--- config.mk ---
export PLATFORM = sky130hd
export DESIGN_NAME = rst_ctrl_gen
export DESIGN_NICKNAME = d
export VERILOG_FILES = /design/src/rtl/rst_ctrl_pkg.sv /design/src/rtl/sync_chain.sv /design/src/rtl/rst_ctrl_gen.sv
export SDC_FILE = /design/constraint.sdc
export NUM_CORES = 1
export LEC_CHECK = 0
export ABC_CLOCK_PERIOD_IN_PS = 1400
export CORE_MARGIN = 2
export CORE_UTILIZATION = 35
export CTS_CLUSTER_DIAMETER = 80
export CTS_CLUSTER_SIZE = 16
export DETAILED_ROUTE_END_ITERATION = 7
export HOLD_SLACK_MARGIN = 0.02
export PLACE_DENSITY = 0.55
export SLEW_MARGIN = 10
export SYNTH_ARGS = -nofsm -noshare
export SYNTH_HDL_FRONTEND = slang
export SYNTH_SLANG_ARGS = --single-unit
--- constraint.sdc ---
create_clock -name clk -period 1.4 [get_ports clk]
set_input_delay 0.28 -clock clk [delete_from_list [all_inputs] [get_ports clk]]
set_output_delay 0.28 -clock clk [all_outputs]
set_load 0.01 [all_outputs]
--- src/rtl/rst_ctrl_pkg.sv ---
// Shared state encodings and elaboration helpers for the reset generator.
package rst_ctrl_pkg;

  typedef enum logic [1:0] {
    ST_ASSERT    = 2'd0,
    ST_WAIT_LOCK = 2'd1,
    ST_STRETCH   = 2'd2,
    ST_RUN       = 2'd3
  } rst_state_e;

  // Bits needed to count up to v-1; never less than 1.
  function automatic int clog2(input int v);
    int r;
    r = 0;
    while ((1 << r) < v) r++;
    return (r < 1) ? 1 : r;
  endfunction

endpackage

--- src/rtl/sync_chain.sv ---
// Multi-flop synchronizer with an asynchronous clear/set to a fixed value.
module sync_chain #(
  parameter int   STAGES  = 2,
  parameter logic RST_VAL = 1'b0
) (
  input  logic clk_i,
  input  logic clr_i,
  input  logic d_i,
  output logic q_o
);

  logic [STAGES-1:0] stages_q;

  always_ff @(posedge clk_i or posedge clr_i) begin
    if (clr_i) stages_q <= {STAGES{RST_VAL}};
    else       stages_q <= {stages_q[STAGES-2:0], d_i};
  end

  assign q_o = stages_q[STAGES-1];

endmodule

--- src/rtl/rst_ctrl_gen.sv ---
// Reset generator: async-assert / sync-deassert reset gated on filtered PLL lock
// plus a stretch interval, with a level-sensitive software reset request.
module rst_ctrl_gen
  import rst_ctrl_pkg::*;
#(
  parameter int SYNC_STAGES    = 2,
  parameter int LOCK_FILTER    = 4,
  parameter int STRETCH_CYCLES = 16,
  parameter int CNT_W          = 5
) (
  input  logic       clk,
  input  logic       clr,
  input  logic       pll_lock,
  input  logic       ext_rst_req,
  output logic       rst_out,
  output logic       rst_n_out,
  output logic       ready,
  output logic [1:0] rst_state,
  output logic       lock_lost
);

  localparam int CNT_MAX = (LOCK_FILTER > STRETCH_CYCLES) ? LOCK_FILTER : STRETCH_CYCLES;

  if (CNT_W < clog2(CNT_MAX)) begin : g_bad_cnt_w
    $error("rst_ctrl_gen: CNT_W too narrow for LOCK_FILTER/STRETCH_CYCLES");
  end

  logic rel_q;
  logic lock_s;

  sync_chain #(.STAGES(SYNC_STAGES), .RST_VAL(1'b1)) u_rel_sync (
    .clk_i (clk),
    .clr_i (clr),
    .d_i   (1'b0),
    .q_o   (rel_q)
  );

  sync_chain #(.STAGES(SYNC_STAGES), .RST_VAL(1'b0)) u_lock_sync (
    .clk_i (clk),
    .clr_i (clr),
    .d_i   (pll_lock),
    .q_o   (lock_s)
  );

  rst_state_e       state_q, state_d;
  logic [CNT_W-1:0] lock_cnt_q, lock_cnt_d;
  logic [CNT_W-1:0] stretch_cnt_q, stretch_cnt_d;
  logic             lock_lost_q, lock_lost_d;
  logic             rst_out_q, rst_n_out_q, ready_q;

  always_ff @(posedge clk or posedge clr) begin
    if (clr) begin
      state_q       <= ST_ASSERT;
      lock_cnt_q    <= '0;
      stretch_cnt_q <= '0;
      lock_lost_q   <= 1'b0;
      rst_out_q     <= 1'b1;
      rst_n_out_q   <= 1'b0;
      ready_q       <= 1'b0;
    end else begin
      state_q       <= state_d;
      lock_cnt_q    <= lock_cnt_d;
      stretch_cnt_q <= stretch_cnt_d;
      lock_lost_q   <= lock_lost_d;
      rst_out_q     <= (state_d != ST_RUN);
      rst_n_out_q   <= (state_d == ST_RUN);
      ready_q       <= (state_d == ST_RUN);
    end
  end

  // Same-edge priority: lock loss beats ext_rst_req beats counter progress.
  always_comb begin
    state_d       = state_q;
    lock_cnt_d    = lock_cnt_q;
    stretch_cnt_d = stretch_cnt_q;
    lock_lost_d   = lock_lost_q;
    case (state_q)
      ST_ASSERT: begin
        if (!rel_q) state_d = ST_WAIT_LOCK;
      end
      ST_WAIT_LOCK: begin
        if (!lock_s) begin
          lock_cnt_d = '0;
        end else if (lock_cnt_q == CNT_W'(LOCK_FILTER - 1)) begin
          state_d       = ST_STRETCH;
          lock_cnt_d    = '0;
          stretch_cnt_d = '0;
        end else begin
          lock_cnt_d = lock_cnt_q + CNT_W'(1);
        end
      end
      ST_STRETCH: begin
        if (!lock_s) begin
          state_d       = ST_WAIT_LOCK;
          lock_cnt_d    = '0;
          stretch_cnt_d = '0;
        end else if (ext_rst_req) begin
          stretch_cnt_d = '0;
        end else if (stretch_cnt_q == CNT_W'(STRETCH_CYCLES - 1)) begin
          state_d       = ST_RUN;
          stretch_cnt_d = '0;
        end else begin
          stretch_cnt_d = stretch_cnt_q + CNT_W'(1);
        end
      end
      ST_RUN: begin
        if (!lock_s) begin
          state_d     = ST_WAIT_LOCK;
          lock_cnt_d  = '0;
          lock_lost_d = 1'b1;
        end else if (ext_rst_req) begin
          state_d       = ST_STRETCH;
          stretch_cnt_d = '0;
        end
      end
      default: state_d = ST_ASSERT;
    endcase
  end

  assign rst_out   = rst_out_q;
  assign rst_n_out = rst_n_out_q;
  assign ready     = ready_q;
  assign rst_state = state_q;
  assign lock_lost = lock_lost_q;

endmodule
==> flow_summary.yaml, run 1 <==
synth:
  avgSynthCellArea_um2: 10.8
  yosysUniqueCellTypes: 35
  synth_top_area_cell: "dfrtp_1"
  synth-main-ff-cell: "dfrtp_1"
  async_flop_share: 1.00
  syn_area_um2: 907
  synthTopCellsByArea: "dfrtp_1, dfstp_2, nand3_1"
  synth_top_area_share: 0.441
  netlist_instances: 84
  synth_edf_count: 0
  synth_fp_nets: 90
  synth.yosys.seq_area_share: 0.528
  ys_ff_latch: 19
  yosys_warnings: 0
status:
  failed_checks: "setup timing"
  status: "complete, but fails checks"
global_routing:
  antenna_found_initial: 0
  grt_max_degree: 20
  grt.total_usage: 0.154
  grt_overflow_total: 0
  grt_pass1_wl_um: 3260
  grt_pass1_vias: 727
hold_path:
  min_path_type: "input port to async pin"
route:
  first_pass_iters: 4
  drt_iter0_drc: 13
  post_drt_via_cell_ratio: 5.17
  wl_per_cell_um: 12.8
  vias: 718
  route.detailed.drc: 0
  finalWirelength_um: 1780
  final_antenna_net_count: 0
timing:
  rsz0062_at_grt: "true"
  setup_ws_ns: -0.145
  hold_viol: 0
  slew_viol_final: 0
  max_freq_mhz: 647
  skew_ns: 0.00229
  fin_setup_tns_ns: -1.04
  setup_violations: 9
  fin_crit_ns: 1.55
  post-route-period-util: 1.10
final_layout:
  fin_nets: 116
  final_cell_count_no_fill: 139
  final_util: 0.478
  area_delta_synth_final_pct: 30.6
  layout-drive-gt1-share: 0.303
  antennaDiodeCount: 0
clock_network:
  h-tree-depth: 1
  cts-root-buf: "clkbuf_4"
  ctsHoldBuffers: 0
  worstSkewPairLatency_ns: 0.29
  cts_tree: "built"
  cts_buffers: 3
  path_clk_slew_ns: 0.10
  clockBufferDepth: 2
  clock_sinks: 19
worst_setup_path:
  start_kind: "register"
  cp_data_required_time_ns: 1.57
  worstPathMaxFanout: 5
  crit_type: "register to register"
  endpoint_kind: "register"
  cp.arrival_ns: 1.72
place:
  io_buffers: 9
  place_congestion: 0.742
  post-place-ws_ns: -0.114
  dp_hpwl_um: 1300
  dp.cells: 132
floorplan:
  num_rows: 18
  floorplan.initialDensity: 0.366
  die_width_um: 54.9
  ios: 10
  die_h_um: 54.9
  coreArea_um2: 2480
  die-area_um2: 3020
run:
  drv_cap: 0
power:
  p_leak_nw: 0.522
  p_total_mw: 1.43
  peakVddDrop_mv: 0.685
  power_density_nw_per_um2: 1210
-- state kept, by name, summed over array words and instances, names as in the netlist --
| register | flops |
|---|---|
| lock_cnt_q | 5 |
| ready | 1 |
| rst_state | 2 |
| stretch_cnt_q | 5 |
| rst_out | 1 |
| u_rel_sync.stages_q | 2 |
| lock_lost | 1 |
| u_lock_sync.stages_q | 2 |
-- placed cells by master (no fill, tap or decap), types with 3 or more instances in the layout --
cell / count
nand3_1: 5
clkbuf_4: 3
nand2_1: 6
dlygate4sd2_1: 5
dfrtp_1: 15
inv_1: 7
buf_4: 16
clkdlybuf4s50_1: 3
nor2_1: 4
nand3b_1: 3
o21ai_0: 3
dfstp_2: 3
-- cells by family (layout without fill, tap and decap cells) --
family	count (synthesis)	after routing	share of synthesized area
other	1	1	0.00413
adders and majority gates	2	2	0.0276
buffers and inverters	11	36	0.0497
muxes	1	1	0.0110
and+or+nand+nor	29	29	0.190
DFF	19	19	0.528
AOI/OAI and AO/OA	21	21	0.189
-- layer usage --
layer	up-vias	GRT usage	share of wire	routed length, um
met5	-	0	0	0
li1	352	-	-	-
met4	0	0.0366	0.0084	15
met3	2	0.0484	0.036	64
met2	13	0.264	0.50	886
met1	351	0.188	0.46	811
-- synth_stat cells (2+ instances only) --
cell	n
a2bb2oi_1	2
a31oi_1	2
clkbuf_1	3
dfrtp_1	16
dfstp_2	3
ha_1	2
inv_1	7
nand2_1	6
nand2b_1	2
nand3_1	6
nand3b_1	3
nand4b_1	2
nor2_1	4
o21ai_0	3
o31ai_1	2
o41ai_1	2
-- final timing paths --
check	start	end	slack (ns)	cells after the start
worst max-delay path	lock_cnt_q[1]	stretch_cnt_q[2]	-0.15	4
worst max register to register	lock_cnt_q[1]	stretch_cnt_q[2]	-0.15	4
worst min register to register	u_lock_sync.stages_q[0]	u_lock_sync.stages_q[1]	0.36	0
max in group asynchronous	clr	rst_out	0.84	3
worst min-delay path	clr	u_lock_sync.stages_q[0]	0.29	3
min in group clk	u_lock_sync.stages_q[0]	u_lock_sync.stages_q[1]	0.36	0
-- where the power goes --
group          switching, mW  internal [mW]
registers             0.0476          0.625
logic                  0.238          0.250
clock network          0.163          0.106
total                  0.448          0.981
-- layout make-up --
| cell class | instances | area, um2 |
|---|---|---|
| Clock inverter | 1 | 5.00 |
| Timing Repair Buffer | 25 | 204 |
| Tap cell | 30 | 37.5 |
| Sequential cell | 19 | 480 |
| Fill cell | 252 | 1290 |
| Clock buffer | 3 | 22.5 |
| Inverter | 7 | 26.3 |
| Multi-Input combinational cell | 54 | 409 |
-- repair_timing --
| action | 4_1_cts | 5_1_grt |
|---|---|---|
| endpoints found under the hold margin | 0 | 0 |
| resized for setup | 8 | 4 |
| setup endpoints to repair | 15 | 12 |
| setup buffers | 1 | 2 |
| cloned | 0 | 0 |
| pin swaps | 0 | 2 |
-- worst max-delay path: stages (launching register included) --
cell	delay (ns)
dfrtp_1	0.36
ha_2	0.18
or4b_4	0.50
o211ai_4	0.26
a31oi_1	0.13
-- stage by stage --
stage / cell area (um2) / hold slack (ns)
floorplan: 910 / 0.229
global placement: 1120 / 0.332
detailed placement: 1120 / 0.336
CTS: 1150 / 0.289
global route: 1180 / 0.332
finish: 1180 / 0.295
No activity file was read; power rests on OpenSTA's default activity.
==> run 2, diff against run 1 <==
--- a/config.mk
+++ b/config.mk
@@ -16,4 +16,5 @@
 export SLEW_MARGIN = 10
 export SYNTH_ARGS = -nofsm -noshare
 export SYNTH_HDL_FRONTEND = slang
+export SYNTH_HIERARCHICAL = 1
 export SYNTH_SLANG_ARGS = --single-unit
==> flow_summary.yaml, run 2 <==
status:
  status: "complete, but fails checks"
  failed_checks: "setup timing"
worst_setup_path:
  cp.arrival_ns: 1.69
  worstPathMaxFanout: 6
  cp-startpoint: "lock_cnt_q[1]"
  crit_buf_inv: 0
  endpoint_kind: "register"
  path_depth: 4
  cp_slowest_cell: "or4b_4"
  reg2reg_from: "lock_cnt_q[1]"
  cp_top_family: "simple AND/OR/NAND/NOR gates"
  rr_worst_depth: 4
  crit_type: "register to register"
  r2r-end: "rst_state[0]"
  cpPeakStageDelay_ns: 0.49
  crit_path_end: "rst_state[0]"
  start_kind: "register"
  r2r_slack_ns: -0.13
  crit_chain: "ha_2 > or4b_4 > o22ai_4 > a22oi_1"
  cp_data_required_time_ns: 1.57
route:
  drt_iter0_drc: 12
  post_drt_via_cell_ratio: 5.17
  vias: 744
  route.detailed.drc: 0
  final_antenna_net_count: 0
  wl_per_cell_um: 12.4
  finalWirelength_um: 1790
  first_pass_iters: 2
global_routing:
  grt_pass1_vias: 691
  grt_pass1_wl_um: 3080
  antenna_found_initial: 0
  grt_overflow_total: 0
  grt.total_usage: 0.126
  grt_max_degree: 16
synth:
  synth_most_common_cell: "dfrtp_1"
  yosysUniqueCellTypes: 38
  ys_ff_latch: 19
  synth.yosys.seq_area_share: 0.512
  synth-main-ff-cell: "dfrtp_1"
  synthTopCellsByArea: "dfrtp_1, dfstp_2, nand3_1"
  syn_area_um2: 936
  synth_top_area_share: 0.428
  synth_commonest_cells: "dfrtp_1, inv_1, nand3_1, nand2_1, o21ai_1"
  synth_edf_count: 0
  yosys_warnings: 6
  async_flop_share: 1.00
  synth_top_area_cell: "dfrtp_1"
  synth_fp_nets: 95
  avgSynthCellArea_um2: 10.5
  netlist_instances: 89
final_layout:
  mostFrequentLayoutCells: "dfrtp_1, buf_4, inv_1"
  reg_top3: "lock_cnt_q: 5 flops, stretch_cnt_q: 5 flops"
  fin_nets: 121
  area_delta_synth_final_pct: 27.0
  stdcell_area_um2: 1190
  layout-drive-gt1-share: 0.254
  antennaDiodeCount: 0
place:
  place_congestion: 0.758
  placed_area_um2: 1140
  io_buffers: 9
  post-place-ws_ns: -0.0938
  dp_hpwl_um: 1340
timing:
  skew_ns: 0.0142
  setup_violations: 11
  hold_viol: 0
  fin_crit_ns: 1.53
  slew_viol_final: 0
  setup_ws_ns: -0.126
  max_freq_mhz: 655
  fin_setup_tns_ns: -0.845
  rsz0062_at_grt: "true"
  post-route-period-util: 1.09
floorplan:
  die_width_um: 55.7
  coreArea_um2: 2500
  die_h_um: 55.7
  die-area_um2: 3100
  floorplan.initialDensity: 0.374
  num_rows: 18
  ios: 10
clock_network:
  cts-root-buf: "clkbuf_4"
  clockBufferDepth: 2
  cts_tree: "built"
  path_clk_slew_ns: 0.11
  h-tree-depth: 1
  clock_sinks: 19
  cts_buffers: 3
  worstSkewPairLatency_ns: 0.30
run:
  drv_cap: 0
power:
  power_density_nw_per_um2: 1210
  peakVddDrop_mv: 0.546
  p_leak_nw: 0.543
hold_path:
  min_path_type: "input port to async pin"
[run 2: cell types whose count changed after synthesis, sizes merged, moves of 2 or more]
cell,previous run,this run
nand4b,2,0
o22ai,1,3
inv,7,9
a21oi,1,3
nor4b,0,2
o41ai,2,0
nand3b,3,1
o21ai,3,6
o31a,0,2
[run 2: how the worst min path moves through the flow]
| stage | endpoint | from | depth (start not counted) | slack (ns) |
|---|---|---|---|---|
| final | u_lock_sync/stages_q[1] | clr | 2 | 0.18 |
| after global routing | u_lock_sync/stages_q[1] | clr | 2 | 0.19 |
| after CTS | u_lock_sync/stages_q[1] | clr | 2 | 0.18 |
| after detailed placement | u_rel_sync/stages_q[1] | u_rel_sync/stages_q[0] | 0 | 0.35 |
| after global placement | u_lock_sync/stages_q[1] | u_lock_sync/stages_q[0] | 0 | 0.34 |
| after floorplan | u_lock_sync/stages_q[0] | clr | 1 | 0.02 |
[run 2: through the flow]
| step | hold WS [ns] | std cells | util | power, mW |
|---|---|---|---|---|
| after global placement | 0.337 | 137 | 0.457 | 1.16 |
| after floorplan | 0.0212 | 89 | - | 0.952 |
| after global routing | 0.193 | 144 | 0.475 | 1.53 |
| after detailed placement | 0.349 | 137 | 0.457 | 1.17 |
| after CTS | 0.176 | 143 | 0.471 | 1.45 |
| final | 0.181 | 144 | 0.475 | 1.44 |
[run 2: area by class of cell]
class	instances	area, um2
Sequential cell	19	479
Timing Repair Buffer	25	203
Clock buffer	4	26.3
Tap cell	30	37.5
Fill cell	244	1310
Inverter	9	33.8
Multi-Input combinational cell	57	409
[run 2: logic make-up after synthesis]
logic type      Yosys count  synth area share
simple gates             27             0.182
compound gates           25             0.198
flops                    19             0.512
buf+inv                  13            0.0575
fa+ha+maj                 2            0.0267
other cells               1           0.00401
xor+xnor                  1           0.00936
mux                       1            0.0107
[run 2: power breakdown]
group          total (mW)  internal, mW  switching, mW
sequential          0.664         0.622         0.0426
combinational       0.498         0.251          0.247
clock               0.277         0.111          0.166
total                1.44         0.983          0.456
[run 2: worst reg2reg max path, stage by stage, from the launching register on]
cell     delay [ns]
dfrtp_1        0.38
ha_2           0.21
or4b_4         0.49
o22ai_4        0.19
a22oi_1        0.12
[run 2: timing repair]
| item | CTS | global route |
|---|---|---|
| setup buffers | 2 | 1 |
| pin swaps | 0 | 1 |
| gates resized for setup | 6 | 1 |
| setup endpoints to repair | 17 | 11 |
| hold buffers | 0 | 0 |
[run 2: metal layers]
| layer | up-vias | routed length [um] | global-route usage | part of all wire |
|---|---|---|---|---|
| met5 | - | 0 | 0 | 0 |
| met2 | 12 | 861 | 0.204 | 0.48 |
| met4 | 0 | 15 | 0.0209 | 0.0084 |
| li1 | 370 | - | - | - |
| met1 | 360 | 836 | 0.163 | 0.47 |
| met3 | 2 | 73 | 0.0442 | 0.041 |
==> run 3, diff against run 2 <==
--- a/config.mk
+++ b/config.mk
@@ -5,14 +5,14 @@
 export SDC_FILE = /design/constraint.sdc
 export NUM_CORES = 1
 export LEC_CHECK = 0
-export ABC_CLOCK_PERIOD_IN_PS = 1400
+export ABC_CLOCK_PERIOD_IN_PS = 1900
 export CORE_MARGIN = 2
 export CORE_UTILIZATION = 35
 export CTS_CLUSTER_DIAMETER = 80
 export CTS_CLUSTER_SIZE = 16
 export DETAILED_ROUTE_END_ITERATION = 7
 export HOLD_SLACK_MARGIN = 0.02
-export PLACE_DENSITY = 0.55
+export PLACE_DENSITY = 0.53
 export SLEW_MARGIN = 10
 export SYNTH_ARGS = -nofsm -noshare
 export SYNTH_HDL_FRONTEND = slang
==> constraint.sdc (replaced) <==
create_clock -name clk -period 1.9 [get_ports clk]
set_input_delay 0.38 -clock clk [delete_from_list [all_inputs] [get_ports clk]]
set_output_delay 0.38 -clock clk [all_outputs]
set_load 0.01 [all_outputs]
==> flow_summary.yaml, run 3 (synthesized netlist as in run 2, its figures left out) <==
floorplan:
  die-area_um2: 3100
  floorplan.initialDensity: 0.374
  coreArea_um2: 2500
  die_width_um: 55.7
  num_rows: 18
  ios: 10
  die_h_um: 55.7
final_layout:
  multi_input_area_um2: 403
  antennaDiodeCount: 0
  final_util: 0.435
  fillers: 246
  final_common_cell: "dfrtp_1"
  area_delta_synth_final_pct: 16.2
  reg_top3: "lock_cnt_q: 5 flops, stretch_cnt_q: 5 flops"
  fin_nets: 107
  seq_area_um2: 480
  mostFrequentLayoutCells: "dfrtp_1, inv_1, clkdlybuf4s50_1"
  layout-drive-gt1-share: 0.150
timing:
  max_slew_margin: 0.601
  post-route-period-util: 0.925
  skew_ns: 0.00588
  setup_violations: 0
  fin_crit_ns: 1.76
  hold_viol: 0
  rsz0062_at_grt: "false"
  fin_setup_tns_ns: 0
  max_freq_mhz: 569
  setup_ws_ns: 0.143
  slew_viol_final: 0
  hold_ws_ns: 0.271
  max_slew.worst_pin.slew_ns: 0.597
worst_setup_path:
  worstPathMaxFanout: 14
  cp_data_required_time_ns: 1.52
  crit_buf_inv: 1
  cp.arrival_ns: 1.38
  crit_chain: "clkdlybuf4s50_1"
  cp-startpoint: "rst_state[0]"
  reg2reg_from: "lock_cnt_q[0]"
  start_kind: "register"
  cp_top_family: "buffers and inverters"
  crit_type: "register to output port"
  cp_slowest_cell: "clkdlybuf4s50_1"
  endpoint_kind: "output port"
  cpPeakStageDelay_ns: 0.58
hold_path:
  min_path_type: "input port to async pin"
route:
  vias: 680
  finalWirelength_um: 1680
  wl_per_cell_um: 12.9
  first_pass_iters: 4
  final_antenna_net_count: 0
  route.detailed.drc: 0
  drt_iter0_drc: 8
  post_drt_via_cell_ratio: 5.23
global_routing:
  grt_use_met1: 0.157
  grt.total_usage: 0.120
  use_met2: 0.177
  grtUsageMet3: 0.0302
  grt_overflow_total: 0
  antenna_found_initial: 0
  grt_max_degree: 16
  busiest_layer: "met2"
  grt_pass1_vias: 674
  grt_pass1_wl_um: 2930
clock_network:
  cts_tree: "built"
  cts-root-buf: "clkbuf_4"
  cts_buffers: 3
  h-tree-depth: 1
  worstSkewPairLatency_ns: 0.29
  clock_sinks: 19
  path_clk_slew_ns: 0.11
  clockBufferDepth: 2
power:
  p_total_mw: 0.994
  power_density_nw_per_um2: 914
  p_leak_nw: 0.466
  peakVddDrop_mv: 0.450
run:
  drv_cap: 0
place:
  post-place-ws_ns: 0.265
  place_congestion: 0.788
  io_buffers: 9
  dp_hpwl_um: 1190
status:
  status: "complete, no violations"
## run 3: per-stage QoR
step / instances / cell area (um2)
finish: 130 / 1090
global route: 130 / 1090
CTS: 130 / 1090
detailed placement: 126 / 1060
global placement: 126 / 1060
floorplan: 89 / 936
## run 3: cell type report
class | instances | share of cell area
timing repair buffer | 11 | 0.0967
sequential | 19 | 0.442
clock buffer | 3 | 0.0207
multi-input combinational | 57 | 0.371
tap | 30 | 0.0345
clock inverter | 1 | 0.00460
inverter | 9 | 0.0311
## run 3: repair_timing
action	CTS	global route
setup buffers	0	0
setup endpoints to repair	1	0
resized for setup	1	0
hold buffers	0	0
## run 3: path summary, 6_finish.rpt
path | to | depth (start not counted) | slack, ns
setup reg to reg | rst_state[0] | 4 | 0.26
setup / recovery | rst_state[0] | 1 | 0.14
hold reg to reg | u_lock_sync/stages_q[1] | 0 | 0.36
min in group clk | u_lock_sync/stages_q[1] | 0 | 0.36
max in group asynchronous | rst_state[0] | 2 | 0.98
hold / removal | u_lock_sync/stages_q[1] | 2 | 0.27
## run 3: worst reg2reg max path: stages (launching register included)
cell and delay (ns):
dfrtp_1 0.42, ha_1 0.24, or4b_4 0.50, o22ai_4 0.23
a22oi_1 0.13
## run 3: metal layers
| layer | vias to the layer above | wire length [um] | share of wire |
|---|---|---|---|
| met3 | 4 | 51 | 0.030 |
| met1 | 328 | 864 | 0.51 |
| li1 | 337 | - | - |
| met2 | 11 | 718 | 0.43 |
| met4 | 0 | 42 | 0.025 |
| met5 | - | 0 | 0 |
## run 3: power breakdown
part           leakage [nW]  switching (mW)  internal (mW)
clock                0.0177           0.125         0.0782
sequential            0.240          0.0634          0.459
combinational         0.208           0.132          0.136
total                 0.466           0.320          0.673
